**src/rtl/lcd_bus_sched_pkg.sv**
```systemverilog
// Shared types and HD44780 constants for the character LCD bus scheduler.
package lcd_pkg;

  typedef enum logic [2:0] {
    POWERUP,
    IDLE,
    SETUP,
    PULSE,
    EXEC
  } state_t;

  localparam logic [7:0] FUNC_SET_8B2L = 8'h38;
  localparam logic [7:0] DISP_ON       = 8'h0C;
  localparam logic [7:0] CLEAR         = 8'h01;
  localparam logic [7:0] HOME          = 8'h02;
  localparam logic [7:0] ENTRY_INC     = 8'h06;

  localparam int INIT_LEN = 6;
  localparam logic [2:0] INIT_LAST = 3'(INIT_LEN - 1);

  // Entry 0 is sent first; the 8-bit function set is repeated three times.
  localparam logic [INIT_LEN-1:0][7:0] INIT_TABLE = {
    ENTRY_INC, CLEAR, DISP_ON, FUNC_SET_8B2L, FUNC_SET_8B2L, FUNC_SET_8B2L
  };

  // Clear and home need the long execution wait, but only as commands.
  function automatic logic is_long_cmd(input logic rs_bit, input logic [7:0] byte_val);
    return !rs_bit && (byte_val == CLEAR || byte_val == HOME);
  endfunction

endpackage

```
**src/rtl/lcd_bus_sched_if.sv**
```systemverilog
// Requester-side handshake bundle: two byte writers sharing the LCD.
interface lcd_bus_sched_if;
  logic [1:0] req;
  logic [1:0] lock;
  logic [1:0] rs;
  logic [7:0] data0;
  logic [7:0] data1;
  logic [1:0] ack;
  logic       ready;

  modport master (
    output req, lock, rs, data0, data1,
    input  ack, ready
  );

  modport slave (
    input  req, lock, rs, data0, data1,
    output ack, ready
  );
endinterface

```
**src/rtl/lcd_rr_arb2.sv**
```systemverilog
// Two-way round-robin arbiter; a locked last owner keeps exclusive access.
module lcd_rr_arb2 (
  input  logic [1:0] req,
  input  logic [1:0] lock,
  input  logic       done,
  input  logic       ptr,
  input  logic       last,
  input  logic       last_valid,
  output logic       grant,
  output logic       valid,
  output logic       ptr_next
);

  logic owner_hold;

  assign owner_hold = last_valid && lock[last];

  // While an owner holds its lock the other side waits, even if the owner is quiet.
  always_comb begin
    grant = ptr;
    valid = 1'b0;
    if (owner_hold) begin
      grant = last;
      valid = req[last];
    end else if (req == 2'b11) begin
      grant = ptr;
      valid = 1'b1;
    end else if (req[0]) begin
      grant = 1'b0;
      valid = 1'b1;
    end else if (req[1]) begin
      grant = 1'b1;
      valid = 1'b1;
    end
  end

  always_comb begin
    ptr_next = ptr;
    if (done && !lock[last]) begin
      ptr_next = ~last;
    end
  end

endmodule

```
**src/rtl/lcd_bus_sched.sv**
```systemverilog
// HD44780 bus sequencer: runs power-up init, then shares the bus between two requesters.
module lcd_bus_sched
  import lcd_pkg::*;
#(
  parameter int E_HIGH     = 25,
  parameter int WAIT_SHORT = 2000,
  parameter int WAIT_LONG  = 82000,
  parameter int INIT_WAIT  = 750000
) (
  input  logic             clk,
  input  logic             reset,
  lcd_bus_sched_if.slave   bus,
  output logic             LCD_RS,
  output logic             LCD_E,
  output logic [7:0]       LCD_D
);

  localparam int CNT_MAX = (INIT_WAIT > WAIT_LONG) ? INIT_WAIT : WAIT_LONG;
  localparam int CW      = $clog2(CNT_MAX + 1);

  state_t        state, state_n;
  logic [CW-1:0] cnt, cnt_n;
  logic          init_active, init_active_n;
  logic [2:0]    init_idx, init_idx_n;
  logic          cur_idx, cur_idx_n;
  logic          last_valid, last_valid_n;
  logic          ptr, ptr_n;
  logic          e_n, rs_n;
  logic [7:0]    d_n;
  logic [1:0]    ack_q, ack_n;
  logic          ready_q, ready_n;

  logic          grant, grant_valid, done, ptr_next;

  lcd_rr_arb2 u_arb (
    .req        (bus.req),
    .lock       (bus.lock),
    .done       (done),
    .ptr        (ptr),
    .last       (cur_idx),
    .last_valid (last_valid),
    .grant      (grant),
    .valid      (grant_valid),
    .ptr_next   (ptr_next)
  );

  assign bus.ack   = ack_q;
  assign bus.ready = ready_q;

  // Every register's next value is computed here so all pins stay registered.
  always_comb begin
    state_n       = state;
    cnt_n         = (cnt != '0) ? cnt - CW'(1) : cnt;
    init_active_n = init_active;
    init_idx_n    = init_idx;
    cur_idx_n     = cur_idx;
    last_valid_n  = last_valid;
    ptr_n         = ptr;
    e_n           = 1'b0;
    rs_n          = LCD_RS;
    d_n           = LCD_D;
    ack_n         = 2'b00;
    ready_n       = ready_q;
    done          = 1'b0;

    case (state)
      POWERUP: begin
        if (cnt == '0) begin
          state_n       = SETUP;
          cnt_n         = '0;
          init_active_n = 1'b1;
          init_idx_n    = 3'd0;
          rs_n          = 1'b0;
          d_n           = INIT_TABLE[0];
        end
      end
      IDLE: begin
        if (grant_valid) begin
          state_n   = SETUP;
          cnt_n     = '0;
          cur_idx_n = grant;
          rs_n      = bus.rs[grant];
          d_n       = grant ? bus.data1 : bus.data0;
        end
      end
      SETUP: begin
        state_n = PULSE;
        cnt_n   = CW'(E_HIGH - 1);
        e_n     = 1'b1;
      end
      PULSE: begin
        if (cnt == '0) begin
          state_n = EXEC;
          cnt_n   = is_long_cmd(LCD_RS, LCD_D) ? CW'(WAIT_LONG - 1) : CW'(WAIT_SHORT - 1);
        end else begin
          e_n = 1'b1;
        end
      end
      EXEC: begin
        if (cnt == '0) begin
          if (init_active && init_idx != INIT_LAST) begin
            state_n    = SETUP;
            cnt_n      = '0;
            init_idx_n = init_idx + 3'd1;
            rs_n       = 1'b0;
            d_n        = INIT_TABLE[init_idx + 3'd1];
          end else if (init_active) begin
            state_n       = IDLE;
            cnt_n         = '0;
            init_active_n = 1'b0;
            ready_n       = 1'b1;
          end else begin
            state_n        = IDLE;
            cnt_n          = '0;
            ack_n[cur_idx] = 1'b1;
            done           = 1'b1;
            last_valid_n   = 1'b1;
            ptr_n          = ptr_next;
          end
        end
      end
      default: begin
        state_n = POWERUP;
        cnt_n   = CW'(INIT_WAIT - 1);
      end
    endcase
  end

  always_ff @(posedge clk) begin
    if (reset) begin
      state       <= POWERUP;
      cnt         <= CW'(INIT_WAIT - 1);
      init_active <= 1'b0;
      init_idx    <= 3'd0;
      cur_idx     <= 1'b0;
      last_valid  <= 1'b0;
      ptr         <= 1'b0;
      LCD_E       <= 1'b0;
      LCD_RS      <= 1'b0;
      LCD_D       <= 8'h00;
      ack_q       <= 2'b00;
      ready_q     <= 1'b0;
    end else begin
      state       <= state_n;
      cnt         <= cnt_n;
      init_active <= init_active_n;
      init_idx    <= init_idx_n;
      cur_idx     <= cur_idx_n;
      last_valid  <= last_valid_n;
      ptr         <= ptr_n;
      LCD_E       <= e_n;
      LCD_RS      <= rs_n;
      LCD_D       <= d_n;
      ack_q       <= ack_n;
      ready_q     <= ready_n;
    end
  end

endmodule

```
**src/flat_wrapper.sv**
```systemverilog
// flat-port wrapper written by rule: the top's interface ports become plain ports
module lcd_bus_sched_flat import lcd_pkg::*;
#(
  parameter int E_HIGH     = 25,
  parameter int WAIT_SHORT = 2000,
  parameter int WAIT_LONG  = 82000,
  parameter int INIT_WAIT  = 750000
)
  (clk, reset, LCD_RS, LCD_E, LCD_D, bus_req, bus_lock, bus_rs, bus_data0, bus_data1, bus_ack, bus_ready);
  lcd_bus_sched_if bus_i ();
  input  logic clk;
  input  logic reset;
  output logic LCD_RS;
  output logic LCD_E;
  output logic [7:0] LCD_D;
  input wire logic [$bits(bus_i.req)-1:0] bus_req;
  input wire logic [$bits(bus_i.lock)-1:0] bus_lock;
  input wire logic [$bits(bus_i.rs)-1:0] bus_rs;
  input wire logic [$bits(bus_i.data0)-1:0] bus_data0;
  input wire logic [$bits(bus_i.data1)-1:0] bus_data1;
  output wire logic [$bits(bus_i.ack)-1:0] bus_ack;
  output wire logic [$bits(bus_i.ready)-1:0] bus_ready;
  assign bus_i.req = bus_req;
  assign bus_i.lock = bus_lock;
  assign bus_i.rs = bus_rs;
  assign bus_i.data0 = bus_data0;
  assign bus_i.data1 = bus_data1;
  assign bus_ack = bus_i.ack;
  assign bus_ready = bus_i.ready;
  lcd_bus_sched #(.E_HIGH(E_HIGH), .WAIT_SHORT(WAIT_SHORT), .WAIT_LONG(WAIT_LONG), .INIT_WAIT(INIT_WAIT)) u_core (.clk(clk), .reset(reset), .bus(bus_i), .LCD_RS(LCD_RS), .LCD_E(LCD_E), .LCD_D(LCD_D));
endmodule
```
**config.mk**
```make
export PLATFORM = sky130hd
export DESIGN_NAME = lcd_bus_sched_flat
export DESIGN_NICKNAME = d
export VERILOG_FILES = /design/src/rtl/lcd_bus_sched_pkg.sv /design/src/rtl/lcd_bus_sched_if.sv /design/src/rtl/lcd_rr_arb2.sv /design/src/rtl/lcd_bus_sched.sv /design/src/flat_wrapper.sv
export SDC_FILE = /design/constraint.sdc
export NUM_CORES = 1
export LEC_CHECK = 0
export CAP_MARGIN = 5
export CORE_ASPECT_RATIO = 1.1
export CORE_MARGIN = 10
export CORE_UTILIZATION = 45
export DETAILED_ROUTE_END_ITERATION = 6
export GPL_TIMING_DRIVEN = 0
export PLACE_DENSITY = 0.68
export SYNTH_ARGS = -nofsm -noshare
export SYNTH_HDL_FRONTEND = slang
export SYNTH_SLANG_ARGS = --single-unit
```
**constraint.sdc**
```tcl
create_clock -name clk -period 2.8 [get_ports clk]
set_input_delay 0.56 -clock clk [delete_from_list [all_inputs] [get_ports clk]]
set_output_delay 0.56 -clock clk [all_outputs]
set_load 0.005 [all_outputs]
```
After elaboration in Yosys (flattened, before gate mapping)
Memories as Yosys holds them, arrays and structs flattened.
Cells that the tools add are included.
{"block": "totals", "wordCells": 115, "register_bits": 43, "romBits": 64, "inputBits": 24, "memories": 1}
{"block": "classes", "n_mux": 54, "add_sub_neg": 2, "order_cmp": 4, "bitwise_logic": 5, "n_eq_ne": 14, "reduce_logical": 23}
{"memory": "(name not given)", "words": 8, "word_bits": 8, "rd": 1, "rd_clocked_by_memory_dff": 0, "wr": 0, "line_no": "lcd_bus_sched.sv:106", "rtl": "d_n = INIT_TABLE[init_idx + 3'd1];"}
{"op": "$mux 20", "count": 4}
{"op": "$pmux 20 s4", "count": 1}
{"op": "$mux 8", "count": 6}
{"op": "$mux 1", "count": 27}
{"op": "$pmux 8 s3", "count": 1}
{"op": "$mux 3", "count": 7}
{"op": "$logic_not 20->1", "count": 1}
{"op": "$reduce_and 4->1", "count": 5}
{"op": "$reduce_bool 20->1", "count": 1}
{"op": "$sub 20x1->20 const B", "count": 1}
{"op": "$mux 17", "count": 1}
{"op": "$pmux 3 s5", "count": 1}
{"op": "$ne 2x1->1 const B", "count": 5}
{"op": "$reduce_and 5->1", "count": 2}
{"op": "$eq 8x1->1 const B", "count": 1}
{"op": "$eq 8x2->1 const B", "count": 1}
{"op": "$eq 3x2->1 const B", "count": 2}
{"op": "$pmux 3 s2", "count": 1}
{"op": "$logic_and 1x1->1", "count": 5}
{"op": "$not 1->1", "count": 5}
{"op": "$reduce_or 5->1", "count": 1}
{"op": "$lt 1x2->1 const B", "count": 2}
{"op": "$lt 3x4->1 const B", "count": 1}
{"op": "$pmux 1 s2", "count": 2}
{"op": "17 further kinds", "count": 18}

Depth between registers and ports, before layout
Gate-level depths: netlist (run 1).
{"block": "logic_depth", "word_depth": 8, "ltp_mapped": 11, "ltp_nobuf": 10}

Cells and area by module
Synthesis (run 1) repeated with hierarchy kept, for this count alone.
{"block": "unflattened", "hier_cells": 292, "hier_area_um2": 2514.9}
{"mod": "lcd_bus_sched", "cells_each": 277, "area_per_inst_um2": 2427.3, "seq_area_each_um2": 860.8, "instances": 1}
{"mod": "lcd_rr_arb2", "cells_each": 15, "area_per_inst_um2": 87.6, "seq_area_each_um2": 0.0, "instances": 1}

Worst setup path after synthesis (run 1)
No wires, ideal clock.
{"block": "synth_path", "path_type": "reg2reg", "startpoint": "register u_core.cnt[15]", "endpoint": "register u_core.cnt[0]", "slack_ns": 0.372, "setup_ns": 0.145, "stages_incl_launch_ff": 9, "synth_period_minus_slack_ns": 2.428, "arrival_time_ns": 2.283, "required_ns": 2.655, "cell_sequence": "dfxtp_1 > or4_4 > or3_4 > nor3_2 > inv_1 > clkbuf_1 > ha_1 > a221oi_1 > o311ai_0"}
{"block": "synth_via", "elab_chain_len": 4, "word_cells_on_any_way": 7, "classes_between": "mux (5); reduce/logical (2)"}
{"item": "start: declaration", "line_no": "lcd_bus_sched.sv:22", "rtl": "logic [CW-1:0] cnt, cnt_n;"}
{"item": "start signal: assignment", "line_no": "lcd_bus_sched.sv:132", "rtl": "cnt <= CW'(INIT_WAIT - 1);"}
{"item": "start signal: assignment", "line_no": "lcd_bus_sched.sv:145", "rtl": "cnt <= cnt_n;"}
{"item": "$reduce_bool 20->1", "line_no": "lcd_bus_sched.sv:53", "rtl": "cnt_n = (cnt != '0) ? cnt - CW'(1) : cnt;"}
{"item": "$mux 20", "line_no": "lcd_bus_sched.sv:53"}
{"item": "$mux 20 (on tied branches)", "line_no": "lcd_bus_sched.sv:100, lcd_bus_sched.sv:78, lcd_bus_sched.sv:92"}
{"item": "$pmux 20 s4 (*)", "line_no": "lcd_bus_sched.sv:66", "rtl": "case (state)"}
Every way passes the cells marked *; elsewhere a longest branch is shown, timed or not.
A chain may end at the register's enable or synchronous reset.

Final worst setup path (run 1)
{"block": "layout_path", "startpoint": "register u_core.cnt[0]", "endpoint": "register u_core.LCD_D[1]"}
{"block": "layout_via", "elab_chain_len": 3, "word_cells_on_any_way": 4, "classes_between": "eq/ne (2); reduce/logical (2)"}
{"item": "$logic_not 20->1 (*)", "line_no": "lcd_bus_sched.sv:68, lcd_bus_sched.sv:100"}
{"item": "$ne 2x1->1 (no source line)"}
{"item": "$reduce_and 5->1 (no source line) (*)"}
{"item": "end signal: assignment", "line_no": "lcd_bus_sched.sv:153", "rtl": "LCD_D <= d_n;"}
{"item": "end: declaration", "line_no": "lcd_bus_sched.sv:15", "rtl": "output logic [7:0] LCD_D"}
Marked as above.

==> results.yml, run 1 <==
floorplan:
  start_util_pct: 45.9
  rows: 28
  die_area_um2: 8780
  fp.dieW_um: 90.3
  core_um2: 5330
  fp.dieH_um: 97.3
  io_pins: 37
route:
  wl_per_cell_um: 15.6
  drtPass1Iterations: 4
  routed_wl_um: 6320
  drt_iter0_markers: 93
  drc_errors: 0
  antenna_left: 0
  vias: 2293
  avgViaCountPerCell: 5.65
clock_network:
  cts_sinks: 43
  tritoncts: "done"
  cts_setup_buffers: 0
  insertion_delay_ns: 0.30
  cts_inserted_buffers: 5
  clk_pin_slew_ns: 0.08
  cts.htree.levels: 2
  clock-root-buffer: "clkbuf_8"
  cts_buffer_depth: 2
synth:
  synth_area_um2: 2440
  yosysSeqAreaShare_pct: 35.2
  synth.distinct_cells: 57
  synth-seq-cells: 43
  synth_top_area_cell: "dfxtp_1"
  syn_inst: 289
  synthArstFlopShare_pct: 0
  ys.flop_type: "dfxtp_1"
  synth.area.top_cells: "dfxtp_1, xnor2_1, a21oi_1"
  syn_avg_cell_area_um2: 8.46
  synth_edf_count: 0
  yosysTopAreaCellShare_pct: 35.2
  syn-num-nets: 320
  ys_warn_count: 0
cells_and_area:
  regArea_um2: 861
  syn_to_final_growth_pct: 23.1
  nNetsFinal: 362
  layout-drive-gt1-share_pct: 10.3
  fillerInstances: 512
  multiInputGateArea_um2: 1490
  design_area_um2: 3010
  antenna_cells: 0
placed_design:
  portBuffers: 36
  gp_congestion: 0.840
  dp_hpwl_um: 4820
  placed_area_um2: 2900
critical_path:
  critPathBufInv: 2
  crit_type: "flop to flop"
  cpMostUsedCell: "or4_4"
  startpoint: "u_core.cnt[0]"
  start_kind: "flop"
  cp_data_required_time_ns: 3.01
  critPathMaxFanout: 10
  cpLargestDelayFamily: "simple AND/OR/NAND/NOR gates"
  crit_path_max_incr_delay_ns: 0.55
  cp.arrival_ns: 2.87
  worstReg2RegStart: "u_core.cnt[0]"
  end_kind: "flop"
  crit_slowest_cell: "or4_4"
  cp_cell_sequence: "inv_1 -> ha_1 -> or2b_2 -> or4_4 -> or4_4 -> a21oi_2 -> buf_6 -> nor2_1 -> a211oi_1"
grt:
  grt.total_usage_pct: 14.4
  antenna_found_initial: 0
  grt_pass1_wl_um: 10700
  grt_max_degree: 13
  grt_overflow_total: 0
  grt_pass1_vias: 2300
worst_hold_path:
  min-delay-start: "u_core.LCD_D[7]"
  min_path_type: "flop to flop"
sta:
  tightest_slew_ns: 0.744
  period_needed_ns: 2.67
  slew_viol_final: 0
  hold_viol: 0
  setup_viol: 0
  grt_setup_unrepaired: "false"
  fmaxAchievable_mhz: 375
  min_period_over_period_pct: 95.2
  fin_skew_ns: 0.00877
  slew_headroom_pct: 50.4
  fin_tns_setup_ns: 0
power_and_ir_drop:
  ir_drop_v: 0.000293
  p_leak_nw: 1.09
  powerDensity_nw_per_um2: 374
run:
  drv_cap: 0
status:
  status: "finished, final reports clean"
-- synth_stat cells (all sizes together), types with 3 or more instances --
master   instances
dfxtp           43
nor2            26
a21oi           21
o21ai           20
nor3            17
nand2           16
xnor2           12
inv             10
nor4             9
clkbuf           8
a21o             7
ha               7
nor3b            7
a211oi           6
buf              5
or3              5
or4              5
a31oi            4
mux2i            4
nand3            4
nand3b           4
xor2             4
mux2             3
nor2b            3
o2bb2ai          3
o31ai            3
-- layer usage --
layer | part of all wire, % | track usage (%) | vias up
met3 | 3.7 | 3.09 | 9
met5 | 0 | 0 | -
met1 | 44 | 16.7 | 1092
li1 | - | - | 1150
met4 | 1.3 | 4.90 | 0
met2 | 51 | 25.6 | 42
-- metrics by stage --
step	setup slack (ns)	util (%)	total power, mW	std cells	hold slack, ns
detailed placement	-0.175	54.4	0.736	400	0.465
CTS	0.0587	56.2	1.14	406	0.492
global route	0.000227	56.5	1.17	406	0.501
finish	0.135	56.5	1.13	406	0.489
floorplan	0.372	-	0.687	289	0.460
global placement	-0.143	54.4	0.735	400	0.469
-- state kept, by name, summed over array words and instances (netlist names) --
register            cells
u_core.cur_idx          1
u_core.init_active      1
u_core.LCD_D            8
u_core.cnt             20
u_core.state            3
u_core.bus.ack          2
u_core.LCD_E            1
u_core.init_idx         3
u_core.bus.ready        1
u_core.LCD_RS           1
u_core.ptr              1
u_core.last_valid       1
-- cell usage in the layout, fill, tap and decap left out, types with 3 or more instances in the layout --
cell type | Yosys | routed
clkdlybuf4s50_1 | 0 | 36
or4_4 | 3 | 3
clkbuf_1 | 7 | 6
a21o_1 | 5 | 5
nor3_1 | 16 | 16
xor2_1 | 4 | 4
a21oi_1 | 20 | 19
xnor2_1 | 12 | 12
o31ai_1 | 3 | 3
dfxtp_1 | 43 | 43
mux2i_1 | 4 | 4
or3_1 | 4 | 4
nor3b_1 | 7 | 6
o2bb2ai_1 | 3 | 3
a211oi_1 | 6 | 6
o21ai_0 | 20 | 20
nor2b_1 | 3 | 3
inv_1 | 10 | 9
nand3_1 | 4 | 4
nand2_1 | 16 | 16
nor4_1 | 9 | 7
ha_1 | 7 | 7
mux2_2 | 3 | 3
nor2_1 | 26 | 26
clkbuf_8 | 1 | 7
a31oi_1 | 4 | 4
nand3b_1 | 4 | 4
buf_6 | 3 | 3
-- cell families after synthesis --
kind of cell / Yosys count / share of synthesized area, %
buffers and inverters: 23 / 5.07
and+or+nand+nor: 111 / 25.3
DFF: 43 / 35.2
AOI/OAI and AO/OA: 82 / 22.1
adders and majority gates: 7 / 3.58
muxes: 7 / 3.02
xor gates and xnor gates: 16 / 5.73
-- final cells by class --
class                   count  share of cell area (%)
inverters                  10                    1.25
repair buffers             36                    12.0
multi-input cells         223                    49.4
plain buffers              12                    2.74
well taps                  75                    3.12
flip-flops and latches     43                    28.6
clock inverters             1                   0.166
clock buffers               6                    2.74
-- timing repair --
action	in CTS	in global routing
resized for setup	2	4
endpoints found under the setup margin	11	18
hold buffers	0	0
-- report_power, final --
group          switching [mW]  internal [mW]  leakage, nW
clock                   0.210          0.194       0.0470
sequential            0.00653          0.617        0.348
combinational          0.0428         0.0558        0.691
-- worst paths after layout --
check                           cells past startpoint              end  slack, ns
worst max-delay path                                9  u_core.LCD_D[1]       0.13
worst min-delay path                                1  u_core.LCD_D[7]       0.49
worst max register to register                      9  u_core.LCD_D[1]       0.13
worst min register to register                      1  u_core.LCD_D[7]       0.49
No activity file was read; power rests on OpenSTA's default activity.
==> run 2, diff against run 1 <==
--- a/config.mk
+++ b/config.mk
@@ -5,13 +5,15 @@
 export SDC_FILE = /design/constraint.sdc
 export NUM_CORES = 1
 export LEC_CHECK = 0
+export ABC_AREA = 1
 export CAP_MARGIN = 5
 export CORE_ASPECT_RATIO = 1.1
 export CORE_MARGIN = 10
 export CORE_UTILIZATION = 45
 export DETAILED_ROUTE_END_ITERATION = 6
 export GPL_TIMING_DRIVEN = 0
-export PLACE_DENSITY = 0.68
+export PLACE_DENSITY = 0.67
+export REMOVE_ABC_BUFFERS = 1
 export SYNTH_ARGS = -nofsm -noshare
 export SYNTH_HDL_FRONTEND = slang
 export SYNTH_SLANG_ARGS = --single-unit
==> results.yml, run 2 <==
status:
  status: "finished, final reports clean"
synth:
  syn_inst: 423
  ys_warn_count: 0
  yosysSeqAreaShare_pct: 31.5
  synth_edf_count: 0
  synth_compound_area_share_pct: 10.8
  synthMuxAreaShare_pct: 0
  synth_fa_ha_area_share_pct: 3.21
  synth_common_cells: "nand2_1, nor2_1, inv_1"
  synth-seq-cells: 43
  yosysMostFrequentCell: "nand2_1"
  synth_top_area_cell: "dfxtp_1"
  synth.area.top_cells: "dfxtp_1, nand2_1, nor2_1"
  syn_avg_cell_area_um2: 6.45
  synth_simple_gate_area_share_pct: 40.6
  synthArstFlopShare_pct: 0
  synth_xor_area_share_pct: 4.17
  ys.flop_type: "dfxtp_1"
  synth_area_um2: 2730
  yosysTopAreaCellShare_pct: 31.5
  synth.distinct_cells: 37
  synth_top_family_by_area: "simple AND/OR/NAND/NOR gates"
grt:
  antenna_found_initial: 0
  grt_overflow_total: 0
  grt_pass1_wl_um: 11900
  grt_max_degree: 17
  grt_pass1_vias: 2629
  grt.total_usage_pct: 15.1
sta:
  setup_ws_ns: 0.489
  grt_setup_unrepaired: "false"
  setup_viol: 0
  fin_tns_setup_ns: 0
  period_needed_ns: 2.31
  slew_viol_final: 0
  hold_viol: 0
  fmaxAchievable_mhz: 433
  tightest_slew_ns: 1.04
  fin_skew_ns: 0.00752
  slew_headroom_pct: 30.0
  min_period_over_period_pct: 82.5
critical_path:
  crit_type: "input port to flop"
  reg2reg_slack_ns: 0.64
  end_kind: "flop"
  cp.arrival_ns: 2.50
  start_kind: "input port"
  critPathMaxFanout: 16
  cp_data_required_time_ns: 2.99
cells_and_area:
  syn_to_final_growth_pct: 18.7
  largest_reg_flops: 20
  design_area_um2: 3240
  antenna_cells: 0
  layout-drive-gt1-share_pct: 7.63
  layout_commonest_cell: "nand2_1"
  regMostFlops: "u_core.cnt"
  layout_common_cells: "nand2_1, nor2_1, inv_1"
  reg_top3: "u_core.cnt (20), u_core.LCD_D (8)"
  nNetsFinal: 489
route:
  vias: 2679
  wl_per_cell_um: 13.0
  antenna_left: 0
  drc_errors: 0
  avgViaCountPerCell: 5.00
  drt_iter0_markers: 111
  drtPass1Iterations: 4
  routed_wl_um: 6970
power_and_ir_drop:
  ir_drop_v: 0.000207
  p_leak_nw: 1.38
  powerDensity_nw_per_um2: 354
floorplan:
  fp.dieW_um: 94.3
  start_util_pct: 46.7
  core_um2: 5840
  io_pins: 37
  rows: 29
  die_area_um2: 9590
  fp.dieH_um: 102
clock_network:
  insertion_delay_ns: 0.30
  tritoncts: "done"
  cts_hold_buffers: 0
  clock-root-buffer: "clkbuf_8"
  cts_inserted_buffers: 5
  cts_buffer_depth: 2
  cts_setup_buffers: 0
  clk_pin_slew_ns: 0.08
  cts.htree.levels: 2
  cts_resized: 0
  cts_sinks: 43
placed_design:
  dp_slack_ns: 0.171
  portBuffers: 36
  dp_hpwl_um: 5390
  gp_congestion: 0.839
  placed_area_um2: 3140
worst_hold_path:
  min_path_type: "flop to flop"
run:
  drv_cap: 0
run 2: where the power goes:
group          leakage [nW]  total [mW]  internal (mW)  switching [mW]
clock                0.0515       0.447          0.226           0.222
combinational         0.983      0.0816         0.0424          0.0392
sequential            0.347       0.618          0.614         0.00310
run 2: final timing paths:
check,from,end,cells after the start
max,reset,u_core.cnt[3],5
min,u_core.bus.ready,u_core.bus.ready,2
max reg2reg,u_core.cnt[0],u_core.init_idx[0],9
min reg2reg,u_core.bus.ready,u_core.bus.ready,2
run 2: cell type report:
cell class | instances | area, um^2
multi-input combinational | 314 | 1600
inverter | 58 | 218
tap | 77 | 96.3
sequential | 43 | 861
timing repair buffer | 36 | 360
clock buffer | 8 | 100
fill | 598 | 2600
run 2: metrics by stage:
step / utilization, % / total power, mW / cells / hold slack, ns
2_1_floorplan: - / 0.668 / 415 / 0.459
3_3_place_gp: 53.7 / 0.712 / 528 / 0.467
3_5_place_dp: 53.7 / 0.714 / 528 / 0.469
4_1_cts: 55.5 / 1.15 / 536 / 0.487
5_1_grt: 55.5 / 1.19 / 536 / 0.514
6_report: 55.5 / 1.15 / 536 / 0.477
run 2: logic make-up (layout without fill, tap and decap cells):
group,Yosys count,count (layout)
adder cells (fa/ha/maj),7,7
buffers and inverters,66,102
AND/OR/NAND/NOR,245,245
AO/OA/AOI/OAI,49,49
flip-flops,43,43
XOR/XNOR,13,13
run 2: critical path, cell delays in order:
cell             delay [ns]
clkdlybuf4s50_1        0.68
a21oi_2                0.74
inv_1                  0.21
a211oi_1               0.23
nand2_1                0.08
run 2: metal layers:
metal,GRT usage [%],part of all wire [%],vias to the layer above
li1,-,-,1419
met5,0,0,-
met1,17.0,43,1204
met3,2.66,3.6,4
met4,3.98,0.69,0
met2,28.1,52,52
==> run 3, diff against run 2 <==
--- a/config.mk
+++ b/config.mk
@@ -12,7 +12,7 @@
 export CORE_UTILIZATION = 45
 export DETAILED_ROUTE_END_ITERATION = 6
 export GPL_TIMING_DRIVEN = 0
-export PLACE_DENSITY = 0.67
+export PLACE_DENSITY = 0.7
 export REMOVE_ABC_BUFFERS = 1
 export SYNTH_ARGS = -nofsm -noshare
 export SYNTH_HDL_FRONTEND = slang
==> constraint.sdc (replaced) <==
create_clock -name clk -period 1.9 [get_ports clk]
set_input_delay 0.38 -clock clk [delete_from_list [all_inputs] [get_ports clk]]
set_output_delay 0.38 -clock clk [all_outputs]
set_load 0.005 [all_outputs]
==> results.yml, run 3 (same netlist as run 2, synthesis figures left out) <==
sta:
  slew_viol_final: 0
  setup_ws_ns: 0.131
  fin_skew_ns: 0.00643
  tightest_slew_ns: 0.609
  slew_headroom_pct: 59.4
  setup_viol: 0
  min_period_over_period_pct: 93.1
  period_needed_ns: 1.77
  grt_setup_unrepaired: "false"
  fmaxAchievable_mhz: 565
  hold_viol: 0
placed_design:
  dp_slack_ns: -0.556
  portBuffers: 36
  gp_congestion: 0.850
  placed_area_um2: 3140
  dp_hpwl_um: 5350
route:
  antenna_left: 0
  drtPass1Iterations: 4
  wl_per_cell_um: 12.9
  drc_errors: 0
  drt_iter0_markers: 126
  routed_wl_um: 7060
  vias: 2721
  avgViaCountPerCell: 4.98
grt:
  grt_overflow_total: 0
  grt_pass1_wl_um: 12200
  grt_pass1_vias: 2760
  antenna_found_initial: 0
  grt.total_usage_pct: 15.4
  grt_max_degree: 15
critical_path:
  crit_path_max_incr_delay_ns: 0.35
  cpMostUsedCell: "nor2_1"
  crit_slowest_cell: "dfxtp_1"
  crit_type: "flop to flop"
  cp.arrival_ns: 1.95
  start_kind: "flop"
  cp_cell_sequence: "nor2_1 -> nand2_1 -> nor2_1 -> nand3_4 -> buf_4 -> ha_1 -> a21oi_1 -> o221ai_1"
  critPathMaxFanout: 6
  end_kind: "flop"
  cp_data_required_time_ns: 2.09
cells_and_area:
  design_area_um2: 3390
  layout_common_cells: "nand2_1, nor2_1, inv_1"
  syn_to_final_growth_pct: 24.3
  layout_commonest_cell: "nand2_1"
  nNetsFinal: 499
  regMostFlops: "u_core.cnt"
  largest_reg_flops: 20
  multiInputGateArea_um2: 1660
  fillerInstances: 598
  regArea_um2: 862
  antenna_cells: 0
  layout-drive-gt1-share_pct: 11.3
  reg_top3: "u_core.cnt (20), u_core.LCD_D (8)"
clock_network:
  cts_sinks: 43
  cts_hold_buffers: 0
  cts_buffer_depth: 2
  cts_inserted_buffers: 5
  cts.htree.levels: 2
  clock-root-buffer: "clkbuf_8"
  insertion_delay_ns: 0.30
  tritoncts: "done"
  clk_pin_slew_ns: 0.08
floorplan:
  rows: 29
  fp.dieH_um: 102
  start_util_pct: 46.7
  core_um2: 5840
  io_pins: 37
  fp.dieW_um: 94.3
  die_area_um2: 9590
run:
  drv_cap: 0
power_and_ir_drop:
  powerDensity_nw_per_um2: 498
  ir_drop_v: 0.000298
  p_leak_nw: 1.44
status:
  status: "finished, final reports clean"
worst_hold_path:
  min_path_type: "flop to flop"
## run 3: cell type report
cell class,count,area share (%)
clock buffer,8,2.95
inverter,58,6.56
multi-input combinational,314,49.0
sequential,43,25.4
tap,77,2.84
timing repair buffer,46,13.3
## run 3: repair_timing
item                                    CTS  global route
cloned                                    0             0
setup buffers                            10             0
endpoints found under the setup margin   36            27
pin swaps                                 1             2
endpoints found under the hold margin     0             0
resized for setup                         3            15
## run 3: per-stage QoR
| step | hold WS [ns] | utilization [%] | instances | TNS, ns | power, mW |
|---|---|---|---|---|---|
| 3_5_place_dp | 0.470 | 53.7 | 528 | -8.40 | 1.05 |
| 6_report | 0.483 | 58.1 | 546 | 0 | 1.69 |
| 4_1_cts | 0.492 | 57.3 | 546 | 0 | 1.70 |
| 2_1_floorplan | 0.449 | - | 415 | 0 | 0.985 |
| 5_1_grt | 0.518 | 58.1 | 546 | 0 | 1.76 |
| 3_3_place_gp | 0.464 | 53.7 | 528 | -7.62 | 1.05 |
## run 3: layer usage
layer / routed length, um / global-route usage, % / vias to the layer above
li1: - / - / 1435
met1: 3030 / 16.1 / 1229
met2: 3690 / 29.0 / 43
met3: 204 / 3.40 / 14
met4: 133 / 5.73 / 0
met5: 0 / 0 / -
## run 3: worst paths after layout
path	start	end	slack (ns)	cells after the start
worst max register to register	u_core.cnt[15]	u_core.cnt[0]	0.13	8
worst min register to register	u_core.bus.ready	u_core.bus.ready	0.48	2
worst max-delay path	u_core.cnt[15]	u_core.cnt[0]	0.13	8
worst min-delay path	u_core.bus.ready	u_core.bus.ready	0.48	2
## run 3: power by group
part	leakage (nW)	internal, mW	switching [mW]
logic	1.04	0.0689	0.0599
clock network	0.0515	0.332	0.320
registers	0.348	0.905	0.00502
total	1.44	1.31	0.385
## run 3: critical path, delay by kind of cell (launching register included)
kind | cells | cell delay (ns)
simple gates | 4 | 0.69
flops | 1 | 0.35
compound gates | 2 | 0.24
buf+inv | 1 | 0.19
fa+ha+maj | 1 | 0.18
